File: config.mk
export PLATFORM = sky130hd
export DESIGN_NAME = alu_issue_ctrl
export DESIGN_NICKNAME = d
export VERILOG_FILES = /design/src/rtl/alu_pkg.sv /design/src/rtl/alu_regfile.sv /design/src/rtl/alu_issue_ctrl.sv
export SDC_FILE = /design/constraint.sdc
export NUM_CORES = 1
export LEC_CHECK = 0
export ABC_AREA = 1
export CORE_MARGIN = 2
export CORE_UTILIZATION = 35
export CTS_BUF_LIST = sky130_fd_sc_hd__clkbuf_8
export DETAILED_ROUTE_END_ITERATION = 10
export DONT_BUFFER_PORTS = 1
export PLACE_DENSITY_LB_ADDON = 0.08
export SETUP_SLACK_MARGIN = 0.5
export SYNTH_ARGS = -nofsm -noshare
export SYNTH_HDL_FRONTEND = slang
export SYNTH_SLANG_ARGS = --single-unit
File: constraint.sdc
create_clock -name clk -period 2.4 [get_ports clk]
set_input_delay 0.24 -clock clk [delete_from_list [all_inputs] [get_ports clk]]
set_output_delay 0.24 -clock clk [all_outputs]
set_load 0.03 [all_outputs]
File: src/rtl/alu_pkg.sv
// Shared definitions for the ALU issue controller: op encodings, instruction
// field positions, FSM states and the decoded-instruction record.
package alu_pkg;

  typedef enum logic [2:0] {
    ALU_ADD   = 3'b000,
    ALU_SUB   = 3'b001,
    ALU_PASSA = 3'b010,
    ALU_PASSB = 3'b011,
    ALU_AND   = 3'b100,
    ALU_OR    = 3'b101,
    ALU_NOT   = 3'b110,
    ALU_XOR   = 3'b111
  } alu_op_e;

  localparam int unsigned OP_LSB   = 0;
  localparam int unsigned CF_BIT   = 3;
  localparam int unsigned RD_LSB   = 4;
  localparam int unsigned RA_LSB   = 7;
  localparam int unsigned RB_LSB   = 10;
  localparam int unsigned IMM_BIT  = 13;
  localparam int unsigned IMMV_LSB = 16;

  typedef enum logic [1:0] {
    ST_IDLE = 2'b00,
    ST_OPER = 2'b01,
    ST_EXEC = 2'b10,
    ST_WB   = 2'b11
  } state_e;

  // Instruction word minus the ignored bits [15:14]
  typedef struct packed {
    logic [15:0] immv;
    logic        imm;
    logic [2:0]  rb;
    logic [2:0]  ra;
    logic [2:0]  rd;
    logic        cf;
    logic [2:0]  op;
  } instr_dec_t;

endpackage

File: src/rtl/alu_regfile.sv
// NREG x DW register file: two asynchronous read ports, one synchronous write
// port, r0 hardwired to zero, asynchronous active-low clear.
module alu_regfile
  import alu_pkg::*;
#(
  parameter int unsigned NREG = 8,
  parameter int unsigned AW   = 3,
  parameter int unsigned DW   = 32
) (
  input  logic          clk_i,
  input  logic          rst_ni,
  input  logic          we_i,
  input  logic [AW-1:0] waddr_i,
  input  logic [DW-1:0] wdata_i,
  input  logic [AW-1:0] raddr_a_i,
  output logic [DW-1:0] rdata_a_o,
  input  logic [AW-1:0] raddr_b_i,
  output logic [DW-1:0] rdata_b_o
);

  logic [DW-1:0] mem_q [NREG];

  always_ff @(posedge clk_i or negedge rst_ni) begin
    if (!rst_ni) begin
      for (int unsigned i = 0; i < NREG; i++) mem_q[i] <= '0;
    end else if (we_i && (waddr_i != '0)) begin
      mem_q[waddr_i] <= wdata_i;
    end
  end

  assign rdata_a_o = (raddr_a_i == '0) ? '0 : mem_q[raddr_a_i];
  assign rdata_b_o = (raddr_b_i == '0) ? '0 : mem_q[raddr_b_i];

endmodule

File: src/rtl/alu_issue_ctrl.sv
// Issue controller for the 32-bit ALU: accepts one instruction per handshake,
// registers ALU operands, captures the result, writes it back and updates Z/C.
module alu_issue_ctrl
  import alu_pkg::*;
#(
  parameter int unsigned NREG = 8,
  parameter int unsigned AW   = 3,
  parameter int unsigned DW   = 32
) (
  input  logic          clk,
  input  logic          rst_n,
  input  logic [31:0]   instr,
  input  logic          instr_valid,
  output logic          instr_ready,
  output logic [DW-1:0] alu_a,
  output logic [DW-1:0] alu_b,
  output logic [2:0]    alu_s,
  output logic          alu_cin,
  input  logic [DW-1:0] alu_f,
  output logic          wb_en,
  output logic [AW-1:0] wb_addr,
  output logic [DW-1:0] wb_data,
  output logic          flag_z,
  output logic          flag_c
);

  state_e        state_q, state_d;
  instr_dec_t    dec_q;
  logic [DW-1:0] alu_a_q, alu_b_q, result_q;
  logic [2:0]    alu_s_q;
  logic          alu_cin_q, flag_z_q, flag_c_q;

  logic [DW-1:0] rdata_a, rdata_b, imm_ext, opnd_b, carry_b;
  logic [DW:0]   carry_sum;
  logic          unused_rsvd;

  assign unused_rsvd = ^instr[15:14];

  alu_regfile #(
    .NREG (NREG),
    .AW   (AW),
    .DW   (DW)
  ) u_regfile (
    .clk_i     (clk),
    .rst_ni    (rst_n),
    .we_i      (wb_en),
    .waddr_i   (dec_q.rd),
    .wdata_i   (result_q),
    .raddr_a_i (dec_q.ra),
    .rdata_a_o (rdata_a),
    .raddr_b_i (dec_q.rb),
    .rdata_b_o (rdata_b)
  );

  assign imm_ext = {{(DW-16){dec_q.immv[15]}}, dec_q.immv};
  assign opnd_b  = dec_q.imm ? imm_ext : rdata_b;

  // Carry is recomputed at WB from the still-held operand registers
  assign carry_b   = (alu_s_q == ALU_SUB) ? ~alu_b_q : alu_b_q;
  assign carry_sum = {1'b0, alu_a_q} + {1'b0, carry_b} + {{DW{1'b0}}, alu_cin_q};

  always_comb begin
    state_d     = state_q;
    instr_ready = 1'b0;
    wb_en       = 1'b0;
    case (state_q)
      ST_IDLE: begin
        instr_ready = 1'b1;
        if (instr_valid) state_d = ST_OPER;
      end
      ST_OPER: state_d = ST_EXEC;
      ST_EXEC: state_d = ST_WB;
      ST_WB: begin
        wb_en   = 1'b1;
        state_d = ST_IDLE;
      end
      default: state_d = ST_IDLE;
    endcase
  end

  always_ff @(posedge clk or negedge rst_n) begin
    if (!rst_n) begin
      state_q   <= ST_IDLE;
      dec_q     <= '0;
      alu_a_q   <= '0;
      alu_b_q   <= '0;
      alu_s_q   <= '0;
      alu_cin_q <= 1'b0;
      result_q  <= '0;
      flag_z_q  <= 1'b0;
      flag_c_q  <= 1'b0;
    end else begin
      state_q <= state_d;
      if ((state_q == ST_IDLE) && instr_valid) begin
        dec_q <= '{immv: instr[IMMV_LSB +: 16], imm: instr[IMM_BIT],
                   rb: instr[RB_LSB +: 3], ra: instr[RA_LSB +: 3],
                   rd: instr[RD_LSB +: 3], cf: instr[CF_BIT], op: instr[OP_LSB +: 3]};
      end
      if (state_q == ST_OPER) begin
        alu_a_q   <= rdata_a;
        alu_b_q   <= opnd_b;
        alu_s_q   <= dec_q.op;
        alu_cin_q <= dec_q.cf ? flag_c_q : (dec_q.op == ALU_SUB);
      end
      if (state_q == ST_EXEC) result_q <= alu_f;
      if (state_q == ST_WB) begin
        flag_z_q <= (result_q == '0);
        if ((alu_s_q == ALU_ADD) || (alu_s_q == ALU_SUB)) flag_c_q <= carry_sum[DW];
      end
    end
  end

  assign alu_a   = alu_a_q;
  assign alu_b   = alu_b_q;
  assign alu_s   = alu_s_q;
  assign alu_cin = alu_cin_q;
  assign wb_addr = dec_q.rd;
  assign wb_data = result_q;
  assign flag_z  = flag_z_q;
  assign flag_c  = flag_c_q;

endmodule

==> summary.md, run 1 <==
• 2,816 — Placed Instances
• 42,000 µm — Final HPWL DP
• 1.03 ns — transition at the pin with the smallest max-transition slack
• 0 — Port Buffer Count
• 48.5% — switching power share of the total
• 34 — synth unique cells
• 0 — Routed Antenna Nets
• 0.162 ns — Worst Setup Slack post-DPL
• finished with violations — status
• 8970 µm² — area of all sequential standard cells
• 3 — H-tree levels
• 15,324 — number of global-route vias before repair
• 0.0219 ns — Worst Clk Skew
• 50.4% — area share of the largest cell type after synthesis
• 5,073 — total of fill cells in the finished design
• -0.699 ns — smallest hold slack
• 100,000 µm — global-route wire length before repair
• 5.32 — drt via density
• 549 µV — worst vdd ir
• 1 — initial antenna violation count
• 20.8% — layout overhead on the synthesized area
• 358 — post-synthesis sequential element count
• 2,165 — number of instances in the synthesized netlist
• 0 — n_diodes
• 229 µm — Die Width
• 13.4% — layout cells sized above 1
• 35.1% — sequential group share of total power
• 2,268 — net count after synthesis
• 0 — Syn. warnings
• 35.4% — starting density of the core
• in2async — worst hold path type
• 7650 µm² — combined area of the multi-input logic cells
• sky130_fd_sc_hd__dfrtp_1 — main flop type after synthesis
• 1,559 — DR iter-0 viols
• 1620 nW/µm² — Power Dens Cells
• 2.68 ns — CP Data Arrival Time
• 174 — top-level port count
• 17,800 µm² — cell area after synthesis
• 0.63 ns — later-pin clock latency in the skew report
• 0 — # DRC
• 0.281 ns — worst path setup slack after routing
• sky130_fd_sc_hd__dfrtp_1, sky130_fd_sc_hd__o21ai_0, sky130_fd_sc_hd__nand2_1 — most area-consuming cells after synthesis
• hold timing — failing checks
• 16,001 — count of vias placed by the detailed router
• 0 ns — setup total negative slack
• 5 — number of iterations in the first detailed-routing pass
• done — clock tree from TritonCTS
• 358 — clock sink count
• 25.4% — All-Layer GR Usage
• flip-flop — CP Launch Type
• sky130_fd_sc_hd__clkbuf_8 — cell chosen for the clock root
• 229 µm — die extent in y
• true — setup repair after global routing missed its margin
• 16.4% — portion of total power attributed to the clock network
• 50,200 µm² — Floorplan Core Area
• 0 — overflow left after global routing
• sky130_fd_sc_hd__nand2_1 — library cell with the highest instance count after synthesis
• 0.821 — routability-driven placement congestion ratio
• 88.3% — fraction of the cycle the final worst path needs
• 63 — CTS Hold Buffers Added
• reg2reg — category of the most critical setup path
• 22.3 µm — final routed wire length divided by cell count
• 70 — clock buffers created by TritonCTS
• 0 — Setup Viol. Count Final
• 2.96 ns — endpoint required time on the critical path
• 3 — number of buffers on the longest clock path
• 0 — EDFF count, synth
• 52,600 µm² — Die Footprint
• 0.06 ns — clock slew at reported path FFs
• 16,900 µW — Net Switching
• 48.5% — combinational share of power
• 8.21 µm² — Synth Area per Inst
• 21 — maximum net fanout on the critical path
• 0 — max-capacitance violation count
• flip-flop — Setup crit end kind
• 18,000 µW — internal power component
• 34,900 µW — Final Power
• 358 — final hold violation count
• 67,100 µm — routed wire length
• 0.00967 µW — leakage power
• 2,397 — final layout net count
• sky130_fd_sc_hd__dfrtp_1 — largest area contributor in the netlist
• 0 — Final Max Tran Viols
• 31.6% — remaining max-slew budget at the tightest pin
• 50.4% — proportion of synthesized chip area in sequential cells
• 82 — number of standard-cell rows in the floorplan
• 2.12 ns — fin crit period
• sky130_fd_sc_hd__nand2_1, sky130_fd_sc_hd__o21ai_0, sky130_fd_sc_hd__dfrtp_1 — most instantiated cells after synthesis
• 3,005 — post-layout instance count excluding filler cells
• 100% — Async S/R FF share, synth
• 472 MHz — peak clock frequency supported by timing
• 359 — pin count of the biggest net entering global routing
==> critical path, stage by stage (launching register included) <==
cell	delay [ns]
sky130_fd_sc_hd__dfrtp_2	0.49
sky130_fd_sc_hd__nand3_4	0.11
sky130_fd_sc_hd__buf_12	0.17
sky130_fd_sc_hd__xnor2_1	0.15
sky130_fd_sc_hd__ha_1	0.31
sky130_fd_sc_hd__nand2_1	0.08
sky130_fd_sc_hd__nor2_2	0.14
sky130_fd_sc_hd__nand4_1	0.17
sky130_fd_sc_hd__a21oi_2	0.18
sky130_fd_sc_hd__nor2_1	0.08
sky130_fd_sc_hd__a21oi_1	0.13
==> stage by stage <==
step	hold WS (ns)	instance area (µm²)	util, %
4_1_cts	-0.742	21200	42.2
2_1_floorplan	-0.0556	17800	-
3_3_place_gp	-0.0434	19200	38.2
6_report	-0.699	21500	42.8
3_5_place_dp	-0.0427	19200	38.2
5_1_grt	-0.719	21500	42.8
==> final timing paths <==
check                                                start                               to  slack [ns]  cells past startpoint
setup / recovery                      alu_s[0]$_DFFE_PN0N_               flag_c$_DFFE_PN0P_        0.28                     10
hold / removal                                       rst_n            alu_a[17]$_DFFE_PN0N_       -0.70                      0
setup reg to reg                      alu_s[0]$_DFFE_PN0N_               flag_c$_DFFE_PN0P_        0.28                     10
hold reg to reg            u_regfile.mem_q[34]$_DFFE_PN0P_  u_regfile.mem_q[34]$_DFFE_PN0P_        0.48                      2
max in group asynchronous                            rst_n             alu_s[2]$_DFFE_PN0N_        2.18                      0
min in group clk                               instr_valid             dec_q[3]$_DFFE_PN0P_        0.07                      2
==> final cells by class <==
cell class / instances / share of cell area (%)
clock buffer: 83 / 5.32
tap: 672 / 3.91
timing repair buffer: 205 / 9.57
inverter: 181 / 3.27
sequential: 358 / 41.8
multi-input combinational: 1478 / 35.6
clock inverter: 28 / 0.513
==> cell usage in the layout, fill, tap and decap left out, drive strengths merged, types with 4 or more instances in the layout <==
master and instances:
o22ai 9, nor3 5, o211ai 33, nand3 66, mux2 20, clkinvlp 4
a41oi 9, nand2 501, buf 140, inv 202, o2111ai 20, a211oi 8
nor2 109, xor2 31, a21oi 135, ha 36, dfrtp 358, o21ai 444
a31oi 11, clkbuf 85, nand4 15, dlygate4sd3 63, a22oi 19
==> cells by family (layout without fill, tap and decap cells) <==
| family | count (synthesis) | after routing | share of synthesized area, % |
|---|---|---|---|
| adder cells (fa/ha/maj) | 36 | 36 | 2.53 |
| AO/OA/AOI/OAI | 691 | 691 | 21.1 |
| flip-flops | 358 | 358 | 50.4 |
| AND/OR/NAND/NOR | 699 | 699 | 15.7 |
| XOR/XNOR | 32 | 32 | 1.58 |
| multiplexers | 20 | 20 | 1.27 |
| buffers and inverters | 329 | 497 | 7.49 |
==> metal layers <==
layer  track usage, %  wire, µm
met1             37.0     31700
met2             38.5     29200
met3             4.49      4790
met4             7.45      1370
met5                0         0
==> timing repair <==
item,CTS,global route
gates cloned,0,1
gates resized for setup,20,44
hold endpoints to repair,422,358
buffers inserted,3,11
pin swaps,4,5
setup endpoints to repair,87,125
==> sequential cells by signal, summed over array words and instances (netlist names), 2 cells and up <==
signal and count:
state_q 2, wb_addr 3, alu_s 3, dec_q 27
alu_b 32, u_regfile.mem_q 224, alu_a 32, wb_data 32
==> power by group through the flow <==
stage	sequential (µW)	combinational (µW)	clock [µW]
3_5_place_dp	12300	16000	0
3_3_place_gp	12300	15800	0
4_1_cts	12200	16300	5920
2_1_floorplan	12000	9570	0
6_report	12200	16900	5740
5_1_grt	12600	18700	6190
Note: power is estimated with default switching activity, not from simulation.
==> run 2, diff against run 1 <==
CELL_PAD_IN_SITES_DETAIL_PLACEMENT = 0   (was default)
CELL_PAD_IN_SITES_GLOBAL_PLACEMENT = 1   (was default)
PLACE_DENSITY_LB_ADDON = 0.1   (was 0.08)
==> run 2 against run 1 <==
Register-to-register slack about the same. Via count increased by 0.99%. Total power increased by 4.0%. Highest routed layer unchanged. Die area unchanged. Critical path depth increased by 2. Sequential share of layout area decreased by 0.85 points. The flow still finishes with violations (hold timing). Core utilization increased by 0.88 points. Critical path type unchanged. Worst hold slack improved by 0.0093 ns.
==> summary.md, run 2 (synthesis results as in run 1) <==
• finished with violations — status
• hold timing — failing checks
• 102,000 µm — global-route wire length before repair
• 1 — initial antenna violation count
• 87.7% — fraction of the cycle the final worst path needs
• 14.6% — layout cells sized above 1
• 6 — number of iterations in the first detailed-routing pass
• 174 — top-level port count
• 0 — Setup Viol. Count Final
• 16 — maximum net fanout on the critical path
• inv_2 > nand3_4 > buf_12 > buf_4 > xor2_1 > ha_1 > nand2_1 > o21ai_0 > nand2_1 > a21oi_2 > nor2_1 > a21oi_1 — sequence of cells on the critical path
• 3 — H-tree levels
• 16,160 — count of vias placed by the detailed router
• sky130_fd_sc_hd__clkbuf_8 — cell chosen for the clock root
• 52,600 µm² — Die Footprint
• in2async — worst hold path type
• 224 — number of flip-flops under the largest register name
• sky130_fd_sc_hd__nand2_1, sky130_fd_sc_hd__o21ai_0, sky130_fd_sc_hd__dfrtp_1 — most used cells in the layout excluding fill and tap cells
• 2.10 ns — fin crit period
• 15,363 — number of global-route vias before repair
• sky130_fd_sc_hd__nand2_1 — most common cell after layout, fill and taps aside
• 359 — pin count of the biggest net entering global routing
• 0.40 ns — peak per-stage delay on the critical path
• alu_s[2]$_DFFE_PN0N_ — start point of the critical path
• 358 — clock sink count
• 4,980 — total of fill cells in the finished design
• 0.0338 ns — Worst Clk Skew
• sky130_fd_sc_hd__dfrtp_2 — master of the slowest instance on the critical path
• 607 µV — worst vdd ir
• 0.824 — routability-driven placement congestion ratio
• 2.68 ns — CP Data Arrival Time
• 50,200 µm² — Floorplan Core Area
• 0 — Final Max Tran Viols
• 24.0% — remaining max-slew budget at the tightest pin
• 1650 nW/µm² — Power Dens Cells
• 2,410 — final layout net count
• 0.00989 µW — leakage power
• 1.14 ns — transition at the pin with the smallest max-transition slack
• 0 — overflow left after global routing
• done — clock tree from TritonCTS
• 69 — clock buffers created by TritonCTS
• 36,300 µW — Final Power
• 3 — number of buffers on the longest clock path
• 2.97 ns — endpoint required time on the critical path
• 475 MHz — peak clock frequency supported by timing
• 69,600 µm — routed wire length
• 35.4% — starting density of the core
• 358 — final hold violation count
• 1,602 — DR iter-0 viols
• flip-flop — Setup crit end kind
• true — setup repair after global routing missed its margin
• 0 ns — setup total negative slack
• alu_s[2]$_DFFE_PN0N_ — worst reg2reg startpoint
• 0 — n_diodes
• 82 — number of standard-cell rows in the floorplan
• 229 µm — Die Width
• sky130_fd_sc_hd__nand2_1 — most common cell type on the critical path
• 0 — Routed Antenna Nets
• 23.3% — layout overhead on the synthesized area
• 26.1% — All-Layer GR Usage
• 0 — # DRC
• 0.65 ns — later-pin clock latency in the skew report
• 43,000 µm — Final HPWL DP
• flip-flop — CP Launch Type
• 0 — Port Buffer Count
• 23.0 µm — final routed wire length divided by cell count
• 0 — max-capacitance violation count
• 66 — CTS Hold Buffers Added
• u_regfile.mem_q — register with the most flip-flops
• 229 µm — die extent in y
• reg2reg — category of the most critical setup path
• 5.34 — drt via density
• 0.06 ns — clock slew at reported path FFs
• -0.690 ns — smallest hold slack
-- run 2: changes by cell type in the layout (fill, tap and decap cells not counted), moves of 4 or more --
cell                        previous run  this run
sky130_fd_sc_hd__clkbuf_8             84        96
sky130_fd_sc_hd__inv_1               187       180
sky130_fd_sc_hd__o21ai_1              46        52
sky130_fd_sc_hd__nand2_2               7        12
sky130_fd_sc_hd__buf_4               110       114
sky130_fd_sc_hd__buf_6                 4         8
sky130_fd_sc_hd__nand2_1             491       487
sky130_fd_sc_hd__o2111ai_1            15        11
sky130_fd_sc_hd__o21ai_0             396       392
-- run 2: through the flow --
step                      hold WS, ns  worst slack, ns  area [µm²]  util (%)  cells
after floorplan               -0.0556            0.506       17800         -   2165
after global placement        -0.0430            0.164       19300      38.4   2819
after detailed placement      -0.0454            0.144       19300      38.4   2819
after CTS                      -0.745            0.305       21500      42.9   3011
after global routing           -0.717            0.118       21900      43.7   3029
final                          -0.690            0.295       21900      43.7   3029
-- run 2: critical path, delay by kind of cell (launching register included) --
kind | cells | cell delay, ns
AO/OA/AOI/OAI | 3 | 0.45
buffers and inverters | 3 | 0.41
flip-flops | 1 | 0.40
AND/OR/NAND/NOR | 4 | 0.35
adder cells (fa/ha/maj) | 1 | 0.27
XOR/XNOR | 1 | 0.13
-- run 2: what timing repair did --
item / in CTS / in global routing
setup endpoints to repair: 44 / 128
cloned: 0 / 3
pin swaps: 3 / 7
gates resized for setup: 20 / 53
setup buffers: 5 / 15
hold endpoints to repair: 422 / 358
-- run 2: layout make-up --
class / instances / area, µm² / area share [%]
Multi-Input combinational cell: 1478 / 7680 / 35.0
Timing Repair Buffer: 219 / 2230 / 10.2
Tap cell: 672 / 841 / 3.84
Clock inverter: 25 / 178 / 0.810
Clock buffer: 96 / 1320 / 6.03
Sequential cell: 358 / 8970 / 40.9
Inverter: 181 / 696 / 3.17
-- run 2: per-layer routing --
metal	vias to the layer above	part of all wire [%]	global-route usage (%)
li1	7546	-	-
met1	7943	46	37.2
met2	561	43	37.8
met3	110	8.5	7.07
met4	0	2.6	9.01
met5	-	0	0
-- run 2: where the power goes --
| group | switching [µW] | internal (µW) |
|---|---|---|
| Clock | 2760 | 3850 |
| Sequential | 3290 | 8870 |
| Combinational | 11300 | 6190 |
| Total | 17400 | 18900 |
-- run 2: worst paths after layout --
check | cells past startpoint | end | slack, ns
worst max register to register | 12 | flag_c$_DFFE_PN0P_ | 0.30
worst min register to register | 2 | u_regfile.mem_q[33]$_DFFE_PN0P_ | 0.48
worst min-delay path | 0 | alu_a[25]$_DFFE_PN0N_ | -0.69
worst max-delay path | 12 | flag_c$_DFFE_PN0P_ | 0.30
min in group clk | 3 | wb_data[29]$_DFFE_PN0P_ | 0.26
max in group asynchronous | 0 | dec_q[7]$_DFFE_PN0P_ | 2.06
==> run 3, diff against run 2 <==
CELL_PAD_IN_SITES_DETAIL_PLACEMENT = default   (was 0)
CELL_PAD_IN_SITES_GLOBAL_PLACEMENT = default   (was 1)
PLACE_DENSITY_LB_ADDON = default   (was 0.1)
SLEW_MARGIN = 20   (was default)
==> run 3 against run 2 <==
The flow still finishes with violations (hold timing). Sequential cell count did not move. Worst hold slack got worse by 0.0011 ns. Clock power fell by 16%. Global-route usage fell by 2.5 points. Critical path depth rose by 1. Setup slack improved by 0.035 ns. First-iteration DRC count rose by 13%. Fmax rose by 1.7%. Register-to-register slack improved by 0.03 ns. Total power fell by 5.8%. Combinational power fell by 7%. Highest routed layer is now met5.
==> summary.md, run 3 (synthesis results as in run 1) <==
• finished with violations — status
• hold timing — failing checks
• 5.42 — drt via density
• 0.65 ns — later-pin clock latency in the skew report
• 2.65 ns — CP Data Arrival Time
• in2async — worst hold path type
• 86.3% — fraction of the cycle the final worst path needs
• 0 — Setup Viol. Count Final
• sky130_fd_sc_hd__nand2_1 — most common cell after layout, fill and taps aside
• 1610 nW/µm² — Power Dens Cells
• 40,400 µm — Final HPWL DP
• 3 — number of buffers on the longest clock path
• 13 — path depth of the worst reg2reg path
• alu_s[1]$_DFFE_PN0N_ — worst reg2reg startpoint
• 359 — pin count of the biggest net entering global routing
• 2 — H-tree levels
• -0.691 ns — smallest hold slack
• 0.00958 µW — leakage power
• 15,667 — number of global-route vias before repair
• 8 — number of iterations in the first detailed-routing pass
• u_regfile.mem_q — register with the most flip-flops
• sky130_fd_sc_hd__nand2_1 — most common cell type on the critical path
• 19.6% — layout overhead on the synthesized area
• 0 — # DRC
• 19,100 µm² — total cell area at the placement stage
• 16,600 µW — Net Switching
• done — clock tree from TritonCTS
• 1.05 ns — transition at the pin with the smallest max-transition slack
• 82 — number of standard-cell rows in the floorplan
• 8970 µm² — area of all sequential standard cells
• 0.931 — routability-driven placement congestion ratio
• 5 — maximum net fanout on the critical path
• 358 — clock sink count
• 23.5% — All-Layer GR Usage
• 0.0325 ns — Worst Clk Skew
• 95,800 µm — global-route wire length before repair
• inv_4 > nand3_4 > buf_6 > xor2_1 > ha_1 > nand2_1 > inv_1 > nand3_1 > a31oi_1 > nor2_1 > nand2_2 > nand2_1 > a21oi_1 — sequence of cells on the critical path
• 546 µV — worst vdd ir
• 7630 µm² — combined area of the multi-input logic cells
• 224 — number of flip-flops under the largest register name
• 62,800 µm — routed wire length
• 0.33 ns — worst reg-to-reg setup slack
• 63 — CTS Hold Buffers Added
• 2,381 — final layout net count
• 16,250 — count of vias placed by the detailed router
• 1,817 — DR iter-0 viols
• 358 — final hold violation count
• sky130_fd_sc_hd__clkbuf_8 — cell chosen for the clock root
• 0 ns — setup total negative slack
• 4,940 — total of fill cells in the finished design
• 2.07 ns — fin crit period
• 229 µm — Die Width
• 0.42 ns — peak per-stage delay on the critical path
• 229 µm — die extent in y
• 174 — top-level port count
• 29.7% — remaining max-slew budget at the tightest pin
• 0 — Port Buffer Count
• 52,600 µm² — Die Footprint
• true — setup repair after global routing missed its margin
• 47.6% — combinational share of power
• 4 — initial antenna violation count
• 0 — overflow left after global routing
• 48.7% — switching power share of the total
• 2.98 ns — endpoint required time on the critical path
• 50,200 µm² — Floorplan Core Area
• flip-flop — CP Launch Type
• sky130_fd_sc_hd__nand2_1, sky130_fd_sc_hd__o21ai_0, sky130_fd_sc_hd__dfrtp_1 — most used cells in the layout excluding fill and tap cells
• sky130_fd_sc_hd__dfrtp_2 — master of the slowest instance on the critical path
• 17,500 µW — internal power component
• 36.1% — sequential group share of total power
• 16.3% — portion of total power attributed to the clock network
• 35.4% — starting density of the core
• 483 MHz — peak clock frequency supported by timing
• reg2reg — category of the most critical setup path
• 0 — Final Max Tran Viols
• 59 — clock buffers created by TritonCTS
• 0 — Routed Antenna Nets
• 21,300 µm² — post-route design area
• 21.0 µm — final routed wire length divided by cell count
• 0 — max-capacitance violation count
• flip-flop — Setup crit end kind
• 12.7% — layout cells sized above 1
• 0.07 ns — clock slew at reported path FFs
• flag_c$_DFFE_PN0P_ — Worst R2R End
run 3: cell types whose count changed in the layout (fill, tap and decap cells not counted), moves of 4 or more:
cell and delta:
sky130_fd_sc_hd__o21ai_1 -4, sky130_fd_sc_hd__o2111ai_1 +5, sky130_fd_sc_hd__buf_12 -8, sky130_fd_sc_hd__o21ai_0 +4, sky130_fd_sc_hd__clkbuf_8 -14, sky130_fd_sc_hd__nand2_1 +5, sky130_fd_sc_hd__nand2_2 -4, sky130_fd_sc_hd__inv_1 +7
sky130_fd_sc_hd__o2111ai_2 -4
run 3: layer usage:
layer  vias to the layer above  part of all wire (%)  global-route usage [%]
met4                         6                   3.7                    9.23
met2                       787                    44                    35.9
met1                      7813                    41                    31.5
met5                         -                 0.078                       0
li1                       7503                     -                       -
met3                       141                    11                    6.69
run 3: repair_timing:
item | CTS | global route
setup buffers | 3 | 11
endpoints found under the hold margin | 422 | 358
cloned | 1 | 0
setup endpoints to repair | 168 | 154
pin swaps | 2 | 5
resized for setup | 15 | 23
run 3: power by group through the flow:
| stage | sequential [µW] | combinational (µW) | clock (µW) |
|---|---|---|---|
| after floorplan | 12000 | 9570 | 0 |
| after global placement | 12300 | 15000 | 0 |
| after detailed placement | 12400 | 15400 | 0 |
| after CTS | 12300 | 15700 | 5660 |
| after global routing | 12700 | 17900 | 5940 |
| final | 12400 | 16300 | 5560 |
run 3: worst max path at each step:
stage	start	to	slack, ns
6_report	alu_s[1]$_DFFE_PN0N_	flag_c$_DFFE_PN0P_	0.33
5_1_grt	alu_s[1]$_DFFE_PN0N_	flag_c$_DFFE_PN0P_	0.22
4_1_cts	alu_s[2]$_DFFE_PN0N_	flag_c$_DFFE_PN0P_	0.34
3_5_place_dp	alu_s[1]$_DFFE_PN0N_	flag_c$_DFFE_PN0P_	0.18
3_3_place_gp	alu_s[1]$_DFFE_PN0N_	flag_c$_DFFE_PN0P_	0.22
2_1_floorplan	alu_s[1]$_DFFE_PN0N_	flag_c$_DFFE_PN0P_	0.51
run 3: metrics by stage:
step	setup slack (ns)	total power [µW]	hold WS (ns)	cells	utilization [%]
floorplan	0.506	21600	-0.0556	2165	-
global placement	0.216	27300	-0.0411	2811	38.1
detailed placement	0.184	27800	-0.0458	2811	38.1
CTS	0.337	33700	-0.735	2986	42.0
global route	0.216	36500	-0.733	2998	42.4
finish	0.330	34200	-0.691	2998	42.4
run 3: worst max-delay path: cells and delay by family (launching register included):
| kind | cells | cell delay [ns] |
|---|---|---|
| buffers and inverters | 3 | 0.34 |
| AO/OA/AOI/OAI | 2 | 0.30 |
| AND/OR/NAND/NOR | 6 | 0.49 |
| XOR/XNOR | 1 | 0.14 |
| adder cells (fa/ha/maj) | 1 | 0.30 |
| flip-flops | 1 | 0.42 |
run 3: cell type report:
class | instances | share of cell area, %
flip-flops and latches | 358 | 42.2
multi-input cells | 1479 | 35.9
repair buffers | 199 | 8.87
clock buffers | 82 | 5.31
well taps | 672 | 3.95
inverters | 181 | 3.30
clock inverters | 26 | 0.477
diodes | 1 | 0.0118
==> patch (flow settings as in run 1) <==
Put one more register stage on the output `flag_z`, without a reset. The value now appears one clock later. The other outputs are not delayed to match.
--- a/src/rtl/alu_issue_ctrl.sv
+++ b/src/rtl/alu_issue_ctrl.sv
@@ -118,3 +118,5 @@
   assign wb_data = result_q;
-  assign flag_z  = flag_z_q;
+  always_ff @(posedge clk) begin
+    flag_z <= flag_z_q;
+  end
   assign flag_c  = flag_c_q;
Formal check against the unedited RTL: not equivalent (a bounded check fails within 10 cycles, from zero or initial values and one cycle with rst_n low).
==> patch against run 1 <==
  * The flow still finishes with violations (hold timing)
  * Routed wire length increased by 1.0%
  * Global-route usage is 0.20 points higher
  * Worst setup slack better by 75 ps
  * Total power up 2.4%
  * Sequential cell count increased by 1
  * Synthesized area is 0.11% higher
  * Final area rose by 1.1%
  * Synthesized cell count barely moved
  * Core utilization increased by 0.48 points
  * Critical path type unchanged
==> patch: results (changes against run 1) <==
Worst VDD drop 604 uV (+10%); Skew-Pair Late Insertion Delay 640 ps; final WL 67800 um (+1.0%); DR iter-0 viols 1733 (+11%); initial antenna violation count 0 (-1); CTS root buffer clkbuf_8; max_slew headroom 50.4% (+19 points); Antenna Diode Count 0 (unchanged); GPL Wtd Cong 0.824 (+0.38%); failing checks hold timing; largest net degree at the start of global routing 359 (unchanged); clk slew on worst S/H paths 60 ps (about the same); pre-CTS WS 135 ps (-26.9 ps); Post-DP HPWL 43100 um (+2.4%); number of port buffers 0 (unchanged); outcome complete, but fails checks; cts hold-fix bufs 64 (+1.6%); cells taking the most area after synthesis dfrtp_1 (50%), o21ai_0 (11%), nand2_1 (10%), a21oi_1 (3.8%), inv_1 (3.6%); Main synth FF type dfrtp_1; detailed-router iteration count before antenna repair 6 (+1); total global-route track usage 25.6% (+0.20 points); Fill cells 4994 (-1.6%); Area after DPL 0.0193 mm^2 (+0.43%); worst hold slack -674 ps (+25.2 ps); sw frac 47.9% (-0.64 points); Hold/Removal Path Class in2async; worst reg-to-reg path cell count 11 (+1); layout cell share with drive strength beyond 1 13.9% (+0.48 points); H-tree depth 3 (unchanged); R2R Path End flag_c; vias in the first global route 15300 (-0.17%); Critical Path Fanout Max 16 (-24%); r2r startpoint alu_s[1]; nets 2403 (+0.25%); cts bufs inserted 68 (-2.9%); WP data arrival 2610 ps (-70 ps); clk buf depth 3 (unchanged); global-route wire length before repair 101000 um (+1.2%); Synth-to-Final Area Change 22.0%; syn_nets 2269 (+0.044%); Clock Skew 27.3 ps (+5.36 ps); Final Hold Vio Count 358 (unchanged); Largest Register u_regfile.mem_q; setup slack, reg-to-reg 360 ps (+80 ps); Synth Warn # 0 (unchanged); Lkg Pwr 9.80 nW (+1.3%); Synth async-reset ratio 99.7% (-0.28 points); post-synthesis sequential area ratio 50.4% (+0.056 points); via count 16100 (+0.71%); Largest register FFs 224 (unchanged); Netlist cell types 35 (+2.9%); Post-synth top cells nand2_1 (498), o21ai_0 (398), dfrtp_1 (358)
patch: area by class of cell:
class	instances	area share [%]
well taps	672	3.87
clock inverters	28	1.04
repair buffers	212	9.83
clock buffers	88	5.58
flip-flops and latches	359	41.4
multi-input cells	1478	35.1
inverters	181	3.16
patch: cell families (layout without fill, tap and decap cells):
kind of cell / Yosys count / after routing / share of synthesized area (%)
AO/OA/AOI/OAI: 691 / 691 / 21.1
XOR/XNOR: 32 / 32 / 1.57
adder cells (fa/ha/maj): 36 / 36 / 2.53
buffers and inverters: 329 / 509 / 7.48
flip-flops: 359 / 359 / 50.4
multiplexers: 20 / 20 / 1.27
AND/OR/NAND/NOR: 699 / 699 / 15.6
patch: timing repair:
action | 4_1_cts | 5_1_grt
resized for setup | 15 | 39
pin swaps | 2 | 10
buffers inserted | 4 | 9
cloned | 0 | 3
setup endpoints to repair | 116 | 140
hold endpoints to repair | 422 | 358
patch: critical path, cell delays in order (launching register included):
cell	delay, ps
dfrtp_2	410
inv_2	70
nand3_4	140
buf_12	200
xnor2_1	130
ha_1	300
nand2_1	80
nor2_2	160
nand4_1	140
a21oi_2	150
nor2_1	60
a21oi_1	130
patch: power groups by stage:
stage          logic (mW)  registers (mW)  clock network (mW)
6_report             17.1            12.2                6.38
5_1_grt              18.9            12.6                6.86
4_1_cts              16.5            12.2                6.59
3_5_place_dp         16.2            12.3                   0
3_3_place_gp         15.9            12.3                   0
2_1_floorplan        9.57            12.0                   0
patch: layer usage:
metal	global-route usage, %	up-vias	share of wire, %
li1	-	7542	-
met1	37.1	7825	46
met2	38.2	647	44
met3	5.48	100	8.4
met4	7.69	0	2.1
met5	0	-	0
patch: stage by stage:
step | std cells | total power, mW
2_1_floorplan | 2166 | 21.6
5_1_grt | 3018 | 38.3
6_report | 3018 | 35.7
4_1_cts | 3006 | 35.3
3_3_place_gp | 2822 | 28.2
3_5_place_dp | 2822 | 28.5
patch: worst max-delay path by stage:
stage | startpoint | endpoint | slack (ps) | depth (start not counted)
after floorplan | alu_s[1] | flag_c | 510 | 11
after global placement | alu_s[1] | flag_c | 170 | 11
after detailed placement | alu_s[1] | flag_c | 130 | 11
after CTS | alu_s[2] | flag_c | 310 | 11
after global routing | alu_s[1] | flag_c | 220 | 11
final | alu_s[1] | flag_c | 360 | 11
